### config.mk
export PLATFORM = sky130hd
export DESIGN_NAME = datapath_sequencer
export DESIGN_NICKNAME = d
export VERILOG_FILES = /design/src/rtl/datapath_sequencer.sv
export SDC_FILE = /design/constraint.sdc
export NUM_CORES = 1
export LEC_CHECK = 0
export BUFFER_PORTS_ARGS = -buffer_cell sky130_fd_sc_hd__clkbuf_2
export CORE_AREA = 5 5 76 95
export CTS_CLUSTER_SIZE = 30
export DETAILED_ROUTE_END_ITERATION = 8
export DIE_AREA = 0 0 81 100
export SETUP_SLACK_MARGIN = 0.15
export SYNTH_ARGS = -nofsm -noshare
export SYNTH_HDL_FRONTEND = slang
export SYNTH_SLANG_ARGS = --single-unit
### constraint.sdc
create_clock -name clk -period 1.7 [get_ports clk]
set_input_delay 0.085 -clock clk [delete_from_list [all_inputs] [get_ports clk]]
set_output_delay 0.085 -clock clk [all_outputs]
set_load 0.02 [all_outputs]
### src/rtl/datapath_sequencer.sv
// datapath_sequencer: multi-cycle controller that turns one decoded command into
// the read / execute / writeback control sequence for the 16-bit, 8-register datapath.
module datapath_sequencer #(
  parameter int DATA_W = 16,
  parameter int IMM_W = 8,
  parameter int RN_W = 3
) (
  input  logic              clk,
  input  logic              resetn,
  input  logic              cmd_valid,
  output logic              cmd_ready,
  input  logic [2:0]        cmd_op,
  input  logic [1:0]        cmd_alu,
  input  logic [1:0]        cmd_shift,
  input  logic [RN_W-1:0]   cmd_rd,
  input  logic [RN_W-1:0]   cmd_rn,
  input  logic [RN_W-1:0]   cmd_rm,
  input  logic [IMM_W-1:0]  cmd_imm,
  input  logic              stall,
  output logic [RN_W-1:0]   readnum,
  output logic [RN_W-1:0]   writenum,
  output logic              loada,
  output logic              loadb,
  output logic              loadc,
  output logic              loads,
  output logic              asel,
  output logic              bsel,
  output logic              write,
  output logic              vsel,
  output logic [1:0]        shift,
  output logic [1:0]        ALUop,
  output logic [DATA_W-1:0] datapath_in,
  output logic              busy,
  output logic              done,
  output logic              err
);
  localparam logic [2:0] OP_NOP = 3'd0, OP_MOVI = 3'd1, OP_MOVR = 3'd2, OP_ALU = 3'd3, OP_CMP = 3'd4;
  typedef enum logic [2:0] {IDLE, RD_A, RD_B, EXEC, WB} state_t;
  state_t state;
  logic [2:0] op;
  logic [1:0] alu, sh;
  logic [RN_W-1:0] rd, rn, rm;
  logic [IMM_W-1:0] imm;
  logic accept, run, is_cmp;
  assign cmd_ready = state == IDLE && !stall;
  assign accept = cmd_valid && cmd_ready;
  assign run = !stall;
  assign is_cmp = op == OP_CMP;
  always_ff @(posedge clk) begin
    if (!resetn) begin
      state <= IDLE;
      {op, alu, sh, rd, rn, rm, imm} <= '0;
      done <= 1'b0;
      err <= 1'b0;
    end else begin
      done <= 1'b0;
      err <= 1'b0;
      if (accept) begin
        {op, alu, sh, rd, rn, rm, imm} <= {cmd_op, cmd_alu, cmd_shift, cmd_rd, cmd_rn, cmd_rm, cmd_imm};
        state <= cmd_op == OP_MOVI ? WB : cmd_op == OP_MOVR ? RD_B :
                 (cmd_op == OP_ALU || cmd_op == OP_CMP) ? RD_A : IDLE;
        done <= cmd_op == OP_NOP || cmd_op > OP_CMP;
        err <= cmd_op > OP_CMP;
      end else if (run && state != IDLE) begin
        state <= state == RD_A ? RD_B : state == RD_B ? EXEC :
                 (state == EXEC && !is_cmp) ? WB : IDLE;
        done <= state == WB || (state == EXEC && is_cmp);
      end
    end
  end
  // selects follow the held state during a stall; only the enables are gated
  assign readnum = state == RD_A ? rn : state == RD_B ? rm : '0;
  assign loada = state == RD_A && run;
  assign loadb = state == RD_B && run;
  assign shift = state == EXEC ? sh : 2'b00;
  assign asel = state == EXEC && op == OP_MOVR;
  assign bsel = 1'b0;
  assign ALUop = state != EXEC ? 2'b00 : is_cmp ? 2'b01 : op == OP_ALU ? alu : 2'b00;
  assign loadc = state == EXEC && !is_cmp && run;
  assign loads = state == EXEC && is_cmp && run;
  assign writenum = state == WB ? rd : '0;
  assign write = state == WB && run;
  assign vsel = state == WB && op == OP_MOVI;
  assign datapath_in = {{(DATA_W-IMM_W){imm[IMM_W-1]}}, imm};
  assign busy = state != IDLE;
endmodule

Word-level counts from Yosys, hierarchy flattened
Cells that the tools add are included.
W data, S select, Z words.
{"block": "word_totals", "elab_cells": 63, "register_bits": 29, "output_inout_bits": 38}
{"block": "classes", "eq_ne": 13, "magnitude_cmp": 1, "n_reduce_logical": 22, "mux": 17}
{"cell": "$mux W3", "n": 9}
{"cell": "$eq A3 B2 Y1 const B", "n": 6}
{"cell": "$logic_and A1 B1 Y1", "n": 12}
{"cell": "$mux W2", "n": 5}
{"cell": "$eq A3 B1 Y1 const B", "n": 3}
{"cell": "$eq A3 B3 Y1 const B", "n": 3}
{"cell": "$logic_not A3 Y1", "n": 2}
{"cell": "$gt A3 B3 Y1 const B", "n": 1}
{"cell": "$logic_or A1 B1 Y1", "n": 3}
{"cell": "$mux W1", "n": 3}
{"cell": "$ne A3 B2 Y1 const B", "n": 1}
{"cell": "$reduce_bool A3 Y1", "n": 1}
{"cell": "$logic_not A1 Y1", "n": 2}
{"cell": "$reduce_and A2 Y1", "n": 1}
{"cell": "$reduce_bool A2 Y1", "n": 1}

Logic depth before layout (Yosys ltp)
{"block": "logic_depth", "word_depth": 8, "ltp_mapped": 7, "mapped_depth_nobuf": 4}

Least setup slack after synthesis
OpenSTA, ideal clock, no wires.
{"block": "synth_path", "path_kind": "reg2reg", "startpoint": "register state[0]", "endpoint": "register done", "path_stages_with_launch": 5, "n_path_buf": 1, "slack_ns": 0.051, "arrival_time_ns": 1.572, "setup_time_ns": 0.077, "cell_sequence": "dfxtp_1 -> clkbuf_1 -> nor4b_1 -> a41oi_1 -> o22ai_1"}
{"block": "synth_via", "elab_chain_len": 5}
{"element": "start: declaration", "line_no": "39", "source": "state_t state;"}
{"element": "start signal: assignment", "line_no": "60", "source": "state <= cmd_op == OP_MOVI ? WB : cmd_op == OP_MOVR ? RD_B :"}
{"element": "start signal: assignment", "line_no": "65", "source": "state <= state == RD_A ? RD_B : state == RD_B ? EXEC :"}
{"element": "$eq A3 B2 Y1", "line_no": "67", "source": "done <= state == WB || (state == EXEC && is_cmp);"}
{"element": "$logic_and A1 B1 Y1", "line_no": "67"}
{"element": "$logic_or A1 B1 Y1", "line_no": "67"}
{"element": "$mux W1", "line_no": "64", "source": "end else if (run && state != IDLE) begin"}
{"element": "$mux W1 *", "line_no": "58", "source": "if (accept) begin"}
{"element": "end signal: assignment", "line_no": "62", "source": "done <= cmd_op == OP_NOP || cmd_op > OP_CMP;"}
{"element": "end signal: assignment", "line_no": "67"}
{"element": "end: declaration", "line_no": "34", "source": "output logic done,"}
Mark *: on every way between the ends. The rest lies on a longest branch, timed or not.
A chain may end at the register's enable or synchronous reset.

Worst setup path after layout
{"block": "layout_path", "startpoint": "register state[0]", "endpoint": "output port cmd_ready"}
{"block": "layout_via", "elab_chain_len": 2}
{"element": "$logic_not A3 Y1", "line_no": "45", "source": "assign cmd_ready = state == IDLE && !stall;"}
{"element": "$logic_and A1 B1 Y1", "line_no": "45"}
{"element": "end: declaration", "line_no": "11", "source": "output logic cmd_ready,"}
No other way between the ends.

==> flow_results.org <==
** Timing
- The hold violation total from the final report was 0.
- Of the available clock period, the critical path in the final layout requires 0.9304.
- Max Clock Freq :: 0.6323 GHz
- Setup repair after global routing could not meet its margin everywhere.
- The number of pins with negative max-slew slack in the final report came to 0.
- Number of endpoints failing setup at the final stage :: 0
- Shortest period the worst path allows :: roughly 1600 ps
- Clock skew on the completed layout was measured at about 5.6 ps.
- Final sum of negative setup slack :: 0 ps

** Critical path
- The worst setup path is launched from a register.
- In this run the worst path has a maximum fanout of 4.
- Broken down by cell family, the worst path's largest delay share belongs to simple AND/OR/NAND/NOR gates.
- Cell chain of the critical path :: or4_4, buf_12, inv_16, buf_8
- Maximum single-stage delay on the critical path :: roughly 570 ps
- WP data required :: 1620 ps
- Among all stages on the critical path, the largest delay is contributed by sky130_fd_sc_hd__or4_4.
- Arrival @ worst endpoint :: around 1500 ps
- The critical path contains buffers and inverters numbering 3 combined.
- Capturing element type of the critical path :: primary output
- The critical path is of the register to primary output type.

** Floorplanning
- Starting utilization of the core area :: 0.2441
- Die ar. :: 8100 sq um
- Die H :: 100 um
- The initialized floorplan defines 32 standard-cell rows.
- Horizontal die dimension :: 81 um
- # IOs :: between 60 and 70
- The core region is a little over 6000 sq um.

** Pwr
- In this run the static leakage power is 0.9664 nW.
- Power density over cell area :: between 700 and 800 nW/um^2
- Design Power :: roughly 1.8 mW
- IR analysis of the VDD net gives a maximum drop of between 0.0004 and 0.0005 V.

** Layout
- Area of all sequential standard cells :: just under 600 sq um
- Once layout is complete, the utilization of the core stands at 0.3738.
- Count of fill cells added during filler insertion :: 692
- In the final layout, the share of cells above drive strength 1 is 0.5135.
- Leaving out filler cells and counting taps, the final layout contains about 340.
- After routing the design area is roughly 2300 sq um.
- Total Nets Final :: approximately 290
- Area of the multi-input gates :: about 900 sq um
- Relative to the synthesized area, the layout overhead comes to 53.12%.
- 0 antenna diodes ended up in the layout.

** GRT
- All-Layer GR Usage :: 0.1315
- After global routing the overflow that remains totals 0.
- Antenna violations before repair :: 0
- First-pass GRT wire length :: 8231 um
- Maximum number of pins on one net before global-route repair :: 25
- Via count of the first global-routing pass :: 1633

** Route
- Detailed routing inserted a total of ~1700 vias.
- Pre-Repair DR Iteration Count :: 4
- Wire per inst :: roughly 16 um
- Residual DRC :: 0
- Final wirelength :: approximately 5400 um
- Remaining antenna violation count after routing :: 0
- After the first detailed-routing iteration, the DRC count stood at 129.
- Using the TritonRoute via totals, the vias-per-cell ratio works out to between 4 and 5.

** Placed design
- DP HPWL :: between 3000 and 4000 um
- Once placement completed, the tool counted placed cells totaling ~320.
- Routability congestion estimate from global placement :: between 0.7 and 0.8
- Number of I/O port buffers :: 64
- Summing all placed instances gives a cell area of 1838 sq um.

** Flow run
- Number of maximum-capacitance violations :: 0

** CTS
- For this design, the sink count on the clock tree is 29.
- The later pin in the worst-skew pair is clocked with a latency of between 200 and 300 ps.
- Buffers inserted during clock tree synthesis total 5.
- TritonCTS built the clock tree.
- After clock tree synthesis, the flow added hold-fix buffers numbering 0.
- CTS built an H-tree with a depth of 2.
- Clock-pin slew of the registers on the worst-case setup and hold paths :: ~70 ps
- The tree is rooted in a sky130_fd_sc_hd__clkbuf_8.
- Worst-case clock buffer depth :: 2

** Yosys
- Synthesized-area fraction occupied by ao, oa, aoi and oai cells :: 0.2153
- Cells after synthesis :: ~190
- Total nets after synthesis :: 220
- Most common flop cell mapped by yosys :: sky130_fd_sc_hd__dfxtp_1
- After synthesis, the most frequently instantiated cells are sky130_fd_sc_hd__dfxtp_1, sky130_fd_sc_hd__nand3_1, sky130_fd_sc_hd__a21oi_1.
- Of the post-synthesis cell area, the dominant cell type holds 0.3857.
- Largest family of logic cells by synthesized area :: simple AND/OR/NAND/NOR gates
- FF+latch count, synth :: 29
- sky130_fd_sc_hd__dfxtp_1 takes more of the synthesized area than any other cell.
- Of the synthesized area, sequential elements account for 0.3857.
- Of the total synthesized cell area, the portion taken by AND, OR, NAND and NOR gates is 0.2585.
- Synth async-reset ratio :: 0
- Distinct cells, synth :: 37
- After synthesis, the mean cell area works out to approximately 7.9 sq um.
- Synth area leaders :: sky130_fd_sc_hd__dfxtp_1, sky130_fd_sc_hd__nand3_1, sky130_fd_sc_hd__a21oi_1
- Counting flops with a built-in enable in the synthesized netlist gives 0.
- For this run, the number of Yosys warnings is 0.
- Of the total synthesized cell area, the portion taken by full adders, half adders and majority gates is 0.008313.
- Summing every instance area after synthesis gives between 1500 and 2000 sq um.
- Of the total synthesized cell area, the portion taken by XOR and XNOR cells is 0.
- The portion of synthesized area spent on multiplexers is 0.

** Run status
- Status :: complete, no violations

** Min path
- In this run the worst hold path is classified as input port to register.
-- stage by stage --
step | hold WS, ps | setup slack, ps
after floorplan | 232.7 | 178.0
after global placement | 323.5 | 149.5
after detailed placement | 331.7 | 147.3
after CTS | 27.55 | 75.97
after global routing | 23.84 | 72.81
final | 20.24 | 118.4
-- final timing paths --
kind / startpoint / to / slack [ps] / depth (start not counted)
max: state[0] / cmd_ready / 120 / 4
min: cmd_rd[0] / rd[0] / 20 / 3
max reg2reg: state[0] / state[0] / 130 / 5
min reg2reg: rd[0] / rd[0] / 480 / 2
-- routing by layer --
layer | part of all wire | track usage
met1 | 0.40 | 0.1577
met5 | 0 | 0
met2 | 0.49 | 0.2144
met4 | 0.035 | 0.05202
met3 | 0.076 | 0.04399
-- layout make-up --
class | count | share of cell area
Inverter | 4 | 0.01357
Timing Repair inverter | 2 | 0.01086
Sequential cell | 29 | 0.2535
Tap cell | 85 | 0.04615
Clock inverter | 3 | 0.007600
Multi-Input combinational cell | 132 | 0.3969
Timing Repair Buffer | 84 | 0.2416
Clock buffer | 5 | 0.02986
-- registers in the layout, indices dropped and copies added (netlist names) --
register / count
err: 1
rn: 3
imm: 8
sh: 2
op: 3
rm: 3
rd: 3
state: 3
alu: 2
done: 1
-- repair_timing --
item | CTS | global route
hold endpoints to repair | 0 | 0
gates cloned | 2 | 1
endpoints found under the setup margin | 12 | 45
pin swaps | 3 | 10
buffers inserted | 6 | 5
resized for setup | 19 | 56
-- tightest hold or removal path: stages --
cell,delay (ps)
sky130_fd_sc_hd__clkbuf_2,80
sky130_fd_sc_hd__nand3_2,50
sky130_fd_sc_hd__a21oi_2,40
-- placed cells by master (no fill, tap or decap), types with 2 or more instances in the layout --
master	count
sky130_fd_sc_hd__nand3_2	6
sky130_fd_sc_hd__nor2_2	2
sky130_fd_sc_hd__clkbuf_8	5
sky130_fd_sc_hd__a21oi_1	17
sky130_fd_sc_hd__buf_4	14
sky130_fd_sc_hd__nor3_1	2
sky130_fd_sc_hd__a21oi_2	7
sky130_fd_sc_hd__nor3b_1	3
sky130_fd_sc_hd__clkinv_2	2
sky130_fd_sc_hd__o21ai_1	21
sky130_fd_sc_hd__dfxtp_2	3
sky130_fd_sc_hd__buf_2	2
sky130_fd_sc_hd__buf_6	5
sky130_fd_sc_hd__clkbuf_2	58
sky130_fd_sc_hd__dfxtp_1	26
sky130_fd_sc_hd__nand2_1	3
sky130_fd_sc_hd__and2_1	4
sky130_fd_sc_hd__o21ai_2	2
sky130_fd_sc_hd__nand3_1	23
sky130_fd_sc_hd__nor4_4	2
sky130_fd_sc_hd__nor2_1	5
sky130_fd_sc_hd__nor2b_4	2
sky130_fd_sc_hd__a22oi_1	3
sky130_fd_sc_hd__and3_1	3
sky130_fd_sc_hd__buf_12	2
sky130_fd_sc_hd__o21ai_0	4
sky130_fd_sc_hd__inv_1	3
-- kinds of logic (layout without fill, tap and decap cells) --
family,after synthesis,after routing
AOI/OAI and AO/OA,60,60
adders and majority gates,1,1
buffers and inverters,30,98
DFF,29,29
other,1,1
and+or+nand+nor,70,70
-- power by group --
group          internal [mW]  switching (mW)
clock network          0.282           0.281
registers              0.716          0.0250
logic                  0.202           0.275
total                   1.20           0.582
(Power assumes the default switching activity.)
